File: src/rtl/seg_scan_driver_pkg.sv
// Shared widths, codes, conversion state encoding and the display formatting helper
// for the seven-segment scan driver.
`default_nettype none

package seg_scan_driver_pkg;

  localparam int         SEG_DIGITS = 4;
  localparam logic [3:0] BCD_MINUS  = 4'd10;
  localparam int         VAL_W      = 14;
  localparam int         BCD_W      = 4 * SEG_DIGITS;

  typedef enum logic [1:0] {
    ST_IDLE  = 2'd0,
    ST_SHIFT = 2'd1,
    ST_CHECK = 2'd2
  } conv_state_e;

  typedef struct packed {
    logic [SEG_DIGITS-1:0][3:0] code;
    logic [SEG_DIGITS-1:0]      blank;
  } disp_t;

  // Range check, minus placement and leading-zero blanking for one converted value.
  function automatic disp_t format_digits(
    input logic [BCD_W-1:0] bcd,
    input logic [VAL_W-1:0] val,
    input logic             neg,
    input logic             lzb
  );
    disp_t r;
    logic  is_neg;
    logic  ovf;
    logic  zrun;
    is_neg  = neg && (val != '0);
    ovf     = is_neg ? (val > VAL_W'(999)) : (val > VAL_W'(9999));
    r.blank = '0;
    zrun    = 1'b1;
    for (int i = 0; i < SEG_DIGITS; i++) begin
      r.code[i] = ovf ? BCD_MINUS : bcd[4*i +: 4];
    end
    if (!ovf) begin
      if (is_neg) begin
        r.code[SEG_DIGITS-1] = BCD_MINUS;
      end
      // The minus digit never joins the zero run, so blanking starts below it.
      for (int i = SEG_DIGITS - 1; i >= 1; i--) begin
        if (!(is_neg && (i == SEG_DIGITS - 1))) begin
          zrun       = zrun && (r.code[i] == 4'd0);
          r.blank[i] = lzb && zrun;
        end
      end
    end
    return r;
  endfunction

endpackage

`default_nettype wire

File: src/rtl/seg_scan_driver_bin2bcd_seq.sv
// Sequential shift-add-3 binary to BCD converter: one bit per cycle, then a
// single CHECK cycle during which done_o is high and bcd_o holds the result.
`default_nettype none

module bin2bcd_seq
  import seg_scan_driver_pkg::*;
(
  input  logic             clk,
  input  logic             rst,
  input  logic             start_i,
  input  logic [VAL_W-1:0] value_i,
  output logic             busy_o,
  output logic             done_o,
  output logic [BCD_W-1:0] bcd_o
);

  localparam int         SR_W      = BCD_W + VAL_W;
  localparam logic [3:0] LAST_ITER = 4'(VAL_W - 1);

  conv_state_e     state_q, state_d;
  logic [SR_W-1:0] sr_q, sr_d;
  logic [SR_W-1:0] sr_adj;
  logic [3:0]      iter_q, iter_d;

  always_ff @(posedge clk or posedge rst) begin
    if (rst) begin
      state_q <= ST_IDLE;
      sr_q    <= '0;
      iter_q  <= '0;
    end else begin
      state_q <= state_d;
      sr_q    <= sr_d;
      iter_q  <= iter_d;
    end
  end

  always_comb begin
    state_d = state_q;
    sr_d    = sr_q;
    iter_d  = iter_q;
    sr_adj  = sr_q;
    for (int i = 0; i < SEG_DIGITS; i++) begin
      if (sr_q[VAL_W+4*i +: 4] >= 4'd5) begin
        sr_adj[VAL_W+4*i +: 4] = sr_q[VAL_W+4*i +: 4] + 4'd3;
      end
    end
    case (state_q)
      ST_IDLE: begin
        if (start_i) begin
          sr_d    = {{BCD_W{1'b0}}, value_i};
          iter_d  = '0;
          state_d = ST_SHIFT;
        end
      end
      ST_SHIFT: begin
        sr_d   = {sr_adj[SR_W-2:0], 1'b0};
        iter_d = iter_q + 4'd1;
        if (iter_q == LAST_ITER) begin
          state_d = ST_CHECK;
        end
      end
      ST_CHECK: state_d = ST_IDLE;
      default:  state_d = ST_IDLE;
    endcase
  end

  assign busy_o = (state_q != ST_IDLE);
  assign done_o = (state_q == ST_CHECK);
  assign bcd_o  = sr_q[SR_W-1:VAL_W];

endmodule

`default_nettype wire

File: src/rtl/seg_scan_driver.sv
// Four-digit seven-segment feeder: captures a signed magnitude, converts it to BCD
// and time-multiplexes the formatted digits onto active-low anodes plus a digit code.
`default_nettype none

module seg_scan_driver
  import seg_scan_driver_pkg::*;
#(
  parameter int REFRESH_DIV = 100000,
  parameter bit LZB         = 1'b1
) (
  input  logic                  clk,
  input  logic                  rst,
  input  logic                  load,
  input  logic                  neg,
  input  logic [VAL_W-1:0]      value,
  output logic                  busy,
  output logic [SEG_DIGITS-1:0] an,
  output logic [3:0]            bcd
);

  localparam int          PW         = (REFRESH_DIV > 1) ? $clog2(REFRESH_DIV) : 1;
  localparam logic [PW-1:0] PRESC_LAST = PW'(REFRESH_DIV - 1);
  localparam disp_t       DISP_RESET = '{code: '0, blank: '1};

  if (REFRESH_DIV < 2) begin : g_bad_div
    $error("REFRESH_DIV must be at least 2");
  end

  logic             conv_busy;
  logic             conv_done;
  logic [BCD_W-1:0] conv_bcd;
  logic             accept;

  logic             neg_q, neg_d;
  logic [VAL_W-1:0] val_q, val_d;
  disp_t            disp_q, disp_d;

  logic [PW-1:0]           presc_q, presc_d;
  logic [1:0]              idx_q, idx_d;
  logic [SEG_DIGITS-1:0]   an_q, an_d;
  logic [3:0]              bcd_q, bcd_d;

  assign accept = load && !conv_busy;

  bin2bcd_seq u_bin2bcd (
    .clk     (clk),
    .rst     (rst),
    .start_i (accept),
    .value_i (value),
    .busy_o  (conv_busy),
    .done_o  (conv_done),
    .bcd_o   (conv_bcd)
  );

  always_ff @(posedge clk or posedge rst) begin
    if (rst) begin
      neg_q   <= 1'b0;
      val_q   <= '0;
      disp_q  <= DISP_RESET;
      presc_q <= '0;
      idx_q   <= '0;
      an_q    <= '1;
      bcd_q   <= '0;
    end else begin
      neg_q   <= neg_d;
      val_q   <= val_d;
      disp_q  <= disp_d;
      presc_q <= presc_d;
      idx_q   <= idx_d;
      an_q    <= an_d;
      bcd_q   <= bcd_d;
    end
  end

  // All four digits and their blank flags swap in together on the CHECK cycle.
  always_comb begin
    neg_d  = neg_q;
    val_d  = val_q;
    disp_d = disp_q;
    if (accept) begin
      neg_d = neg;
      val_d = value;
    end
    if (conv_done) begin
      disp_d = format_digits(conv_bcd, val_q, neg_q, LZB);
    end
  end

  always_comb begin
    presc_d = presc_q + PW'(1);
    idx_d   = idx_q;
    if (presc_q == PRESC_LAST) begin
      presc_d = '0;
      idx_d   = idx_q + 2'd1;
    end
    an_d  = disp_q.blank[idx_q] ? '1 : ~(SEG_DIGITS'(1) << idx_q);
    bcd_d = disp_q.code[idx_q];
  end

  assign busy = conv_busy;
  assign an   = an_q;
  assign bcd  = bcd_q;

endmodule

`default_nettype wire
File: config.mk
export PLATFORM = sky130hd
export DESIGN_NAME = seg_scan_driver
export DESIGN_NICKNAME = d
export VERILOG_FILES = /design/src/rtl/seg_scan_driver_pkg.sv /design/src/rtl/seg_scan_driver_bin2bcd_seq.sv /design/src/rtl/seg_scan_driver.sv
export SDC_FILE = /design/constraint.sdc
export NUM_CORES = 1
export LEC_CHECK = 0
export CORE_ASPECT_RATIO = 0.75
export CORE_MARGIN = 2
export CORE_UTILIZATION = 55
export CTS_CLUSTER_DIAMETER = 50
export DETAILED_ROUTE_END_ITERATION = 7
export HOLD_SLACK_MARGIN = 0.08
export PLACE_DENSITY_LB_ADDON = 0.2
export SYNTH_ARGS = -nofsm -noshare
export SYNTH_HDL_FRONTEND = slang
export SYNTH_SLANG_ARGS = --single-unit
File: constraint.sdc
create_clock -name clk -period 5.8 [get_ports clk]
set_input_delay 1.16 -clock clk [delete_from_list [all_inputs] [get_ports clk]]
set_output_delay 1.16 -clock clk [all_outputs]
set_load 0.01 [all_outputs]
==> results_tabular.tex <==
\begin{tabular}{lr}
\hline
Metric & Value \\
\hline
\multicolumn{2}{l}{\textbf{Run status}} \\
\quad Run status & finished clean \\
\multicolumn{2}{l}{\textbf{STA}} \\
\quad Achievable frequency & 0.3339 GHz \\
\quad Measured slew at the worst slew-check pin & between 1 and 1.5 ns \\
\quad Setup TNS Final & 0 ns \\
\quad Unrepaired setup endpoints after global routing & no \\
\quad Final worst path period need & 2.995 ns \\
\quad \# setup viols final & 0 \\
\quad Largest clock skew in the final design & roughly 0.020 ns \\
\quad Period utilisation layout & 0.5163 \\
\quad Final number of max-transition violations & 0 \\
\quad Slew margin rel. & 0.2797 \\
\quad Number of failing hold endpoints at the final stage & 0 \\
\multicolumn{2}{l}{\textbf{CTS}} \\
\quad Post-CTS sizing & 0 \\
\quad Setup Fix Bufs, Post-CTS & 0 \\
\quad Post-CTS Hold Buffers & 0 \\
\quad Clock tree root driver cell & clkbuf\_8 \\
\quad Clk pin slew, worst setup/hold paths & approximately 0.11 ns \\
\quad Insertion delay of the later-clocked pin in the worst-skew pair & 0.38 ns \\
\quad Total number of H-tree levels & 3 \\
\quad CTS Buf Count & 9 \\
\quad Maximum clock path buffer count & 2 \\
\quad Clock tree from TritonCTS & yes \\
\quad \# clock sinks & 98 \\
\multicolumn{2}{l}{\textbf{Die}} \\
\quad Initial Utilization & 0.5665 \\
\quad Die boundary width & around 110 um \\
\quad Total number of placement rows & 28 \\
\quad DIE HEIGHT & 82.04 um \\
\quad Floorplan Core Area & about 7900 um\^{}2 \\
\quad I/O Pins & 27 \\
\quad Total Die Area & between 8000 and 9000 um\^{}2 \\
\multicolumn{2}{l}{\textbf{Placed design}} \\
\quad Routability congestion estimate & roughly 0.79 \\
\quad PortBufs & 26 \\
\quad Total half-perimeter wirelength after legalization and detailed placement & 5822 um \\
\quad Post-place instance area & 4805 um\^{}2 \\
\multicolumn{2}{l}{\textbf{Critical path}} \\
\quad CP max FO & 33 \\
\quad Kind of capture point of the worst setup path & flip-flop \\
\quad Count of cells along the worst register-to-register path & 5 \\
\quad Worst reg2reg path endpoint & u\_bin2bcd.iter\_q[0] \\
\quad CP Launch Point & load \\
\quad Reg-to-Reg Start & u\_bin2bcd.state\_q[0] \\
\quad Arrival time at the worst endpoint & 3.21 ns \\
\quad Category of the most critical setup path & primary input to flip-flop \\
\quad Setup crit start kind & primary input \\
\quad Critical path data required time & approximately 6 ns \\
\quad Capturing instance or port of the critical path & u\_bin2bcd.iter\_q[0] \\
\quad Worst reg2reg setup slack & 3.39 ns \\
\multicolumn{2}{l}{\textbf{Detailed routing}} \\
\quad Number of vias per cell & 5.606 \\
\quad Wirelength, routed & $\sim$8600 um \\
\quad Iteration-0 DRC count of the detailed router & 178 \\
\quad DRC viols & 0 \\
\quad DR vias & roughly 3.2k \\
\quad Wirelength per Cell & 15.08 um \\
\quad Number of iterations in the first detailed-routing pass & 5 \\
\quad Number of antenna-violating nets in the routed design & 0 \\
\multicolumn{2}{l}{\textbf{Pwr}} \\
\quad Leak & between 2 and 2.5 nW \\
\quad PD cells & 449.4 nW/um\^{}2 \\
\quad Max VDD drop & $\sim$0.3 mV \\
\multicolumn{2}{l}{\textbf{Cells and area}} \\
\quad Nets & 492 \\
\quad Number of antenna diodes & 0 \\
\quad Layout overhead on the synthesized area & 12.19\% \\
\quad Commonest cells after routing, fill and taps aside & nand2\_1, dfrtp\_1, nor2\_1 \\
\quad Fraction of layout instances using a drive strength above 1 & 0.07974 \\
\quad Most frequent standard cell in the layout excluding fill and tap cells & nand2\_1 \\
\quad Final design area excluding fillers & between 5000 and 6000 um\^{}2 \\
\multicolumn{2}{l}{\textbf{Synthesis}} \\
\quad Mapped Nets & 471 \\
\quad Mapped Avg Cell Area & 10.20 um\^{}2 \\
\quad Sequential element share of the synthesized area & 0.5514 \\
\quad Post-synth design cell area & 4466 um\^{}2 \\
\quad Number of synthesized register bits & 98 \\
\quad Proportion of synthesized flip-flops having asynchronous set or reset & 1.000 \\
\quad Warning count from the yosys run & 0 \\
\quad Distinct cells, synth & 44 \\
\quad Leading register cell type out of synthesis & dfrtp\_1 \\
\quad Number of instances in the synthesized netlist & between 400 and 500 \\
\quad Number of synthesized flops with an enable pin & 0 \\
\multicolumn{2}{l}{\textbf{Global route}} \\
\quad Largest net degree at the start of global routing & 63 \\
\quad Total routing resource utilization after global routing & 0.2085 \\
\quad Total global routing overflow & 0 \\
\quad Number of global-route vias before repair & 2903 \\
\quad Global-route wire length before repair & approximately 14000 um \\
\quad Initial antenna violation count & 0 \\
\multicolumn{2}{l}{\textbf{Run}} \\
\quad Max-cap violations & 0 \\
\multicolumn{2}{l}{\textbf{Min path}} \\
\quad Min-delay worst type & flip-flop to flip-flop \\
\quad Hold-critical path depth & 2 \\
\hline
\end{tabular}
flip-flops by register name, summed over array words and instances (netlist names):
| register | count |
|---|---|
| u_bin2bcd.sr_q | 30 |
| disp_q | 20 |
| presc_q | 17 |
| val_q | 14 |
| an | 4 |
| bcd | 4 |
| u_bin2bcd.iter_q | 4 |
| idx_q | 2 |
| u_bin2bcd.state_q | 2 |
| neg_q | 1 |
cell families (layout without fill, tap and decap cells):
| logic type | count (synthesis) | after routing | share of synthesized area |
|---|---|---|---|
| adder cells (fa/ha/maj) | 15 | 15 | 0.04203 |
| XOR/XNOR | 20 | 20 | 0.03923 |
| AO/OA/AOI/OAI | 83 | 83 | 0.1244 |
| flip-flops | 98 | 98 | 0.5514 |
| AND/OR/NAND/NOR | 184 | 184 | 0.1883 |
| multiplexers | 6 | 6 | 0.02746 |
| buffers and inverters | 32 | 58 | 0.02718 |
Yosys cell counts (8+ instances only):
library cell | number | area [um^2]
nand2_1 | 97 | 364.1
dfrtp_1 | 90 | 2252
nor2_1 | 29 | 108.9
o21ai_0 | 27 | 135.1
nand3_1 | 19 | 95.09
clkbuf_1 | 16 | 60.06
a21oi_1 | 15 | 75.07
ha_1 | 15 | 187.7
inv_1 | 14 | 52.55
a22oi_1 | 13 | 97.59
xnor2_1 | 13 | 113.9
nand2b_1 | 10 | 62.56
dfstp_2 | 8 | 210.2
area by class of cell:
class | count | area [um^2]
clock buffer | 11 | 141.4
clock inverter | 5 | 63.81
fill | 659 | 2873
inverter | 14 | 53.80
multi-input combinational | 308 | 1882
sequential | 98 | 2462
tap | 105 | 131.4
timing repair buffer | 28 | 275.3
worst min path at each step:
stage / from / to / slack (ns)
floorplan: u_bin2bcd.sr_q[13] / u_bin2bcd.sr_q[13] / 0.44
global placement: u_bin2bcd.sr_q[11] / u_bin2bcd.sr_q[11] / 0.45
detailed placement: u_bin2bcd.sr_q[4] / u_bin2bcd.sr_q[4] / 0.46
CTS: u_bin2bcd.sr_q[4] / u_bin2bcd.sr_q[4] / 0.48
global route: disp_q[3] / disp_q[3] / 0.50
finish: u_bin2bcd.sr_q[4] / u_bin2bcd.sr_q[4] / 0.48
routing by layer:
layer  GRT usage  up-vias  share of wire
met1      0.3243     1570           0.51
met3     0.04524        8          0.044
met5           0        -              0
met2      0.2931       57           0.43
met4     0.06026        0          0.011
li1            -     1555              -
through the flow:
step	utilization	hold slack [ns]	setup WS (ns)	total power (W)	cells
2_1_floorplan	-	0.4386	2.091	0.001594	438
3_3_place_gp	0.6095	0.4493	2.445	0.001767	553
3_5_place_dp	0.6095	0.4559	2.419	0.001801	553
4_1_cts	0.6356	0.4808	2.820	0.002252	569
5_1_grt	0.6356	0.5037	2.601	0.002414	569
6_report	0.6356	0.4786	2.805	0.002251	569
power by group:
| group | internal [W] | switching [W] |
|---|---|---|
| clock network | 0.000214 | 0.000239 |
| logic | 0.000308 | 0.000426 |
| registers | 0.000886 | 0.000177 |
worst max-delay path, stage by stage:
cell and delay [ns]:
clkdlybuf4s50_1 0.47, and2_1 0.84, nor2_1 0.47, nand2_1 0.16
o21ai_0 0.09
No activity file was read; power rests on OpenSTA's default activity.
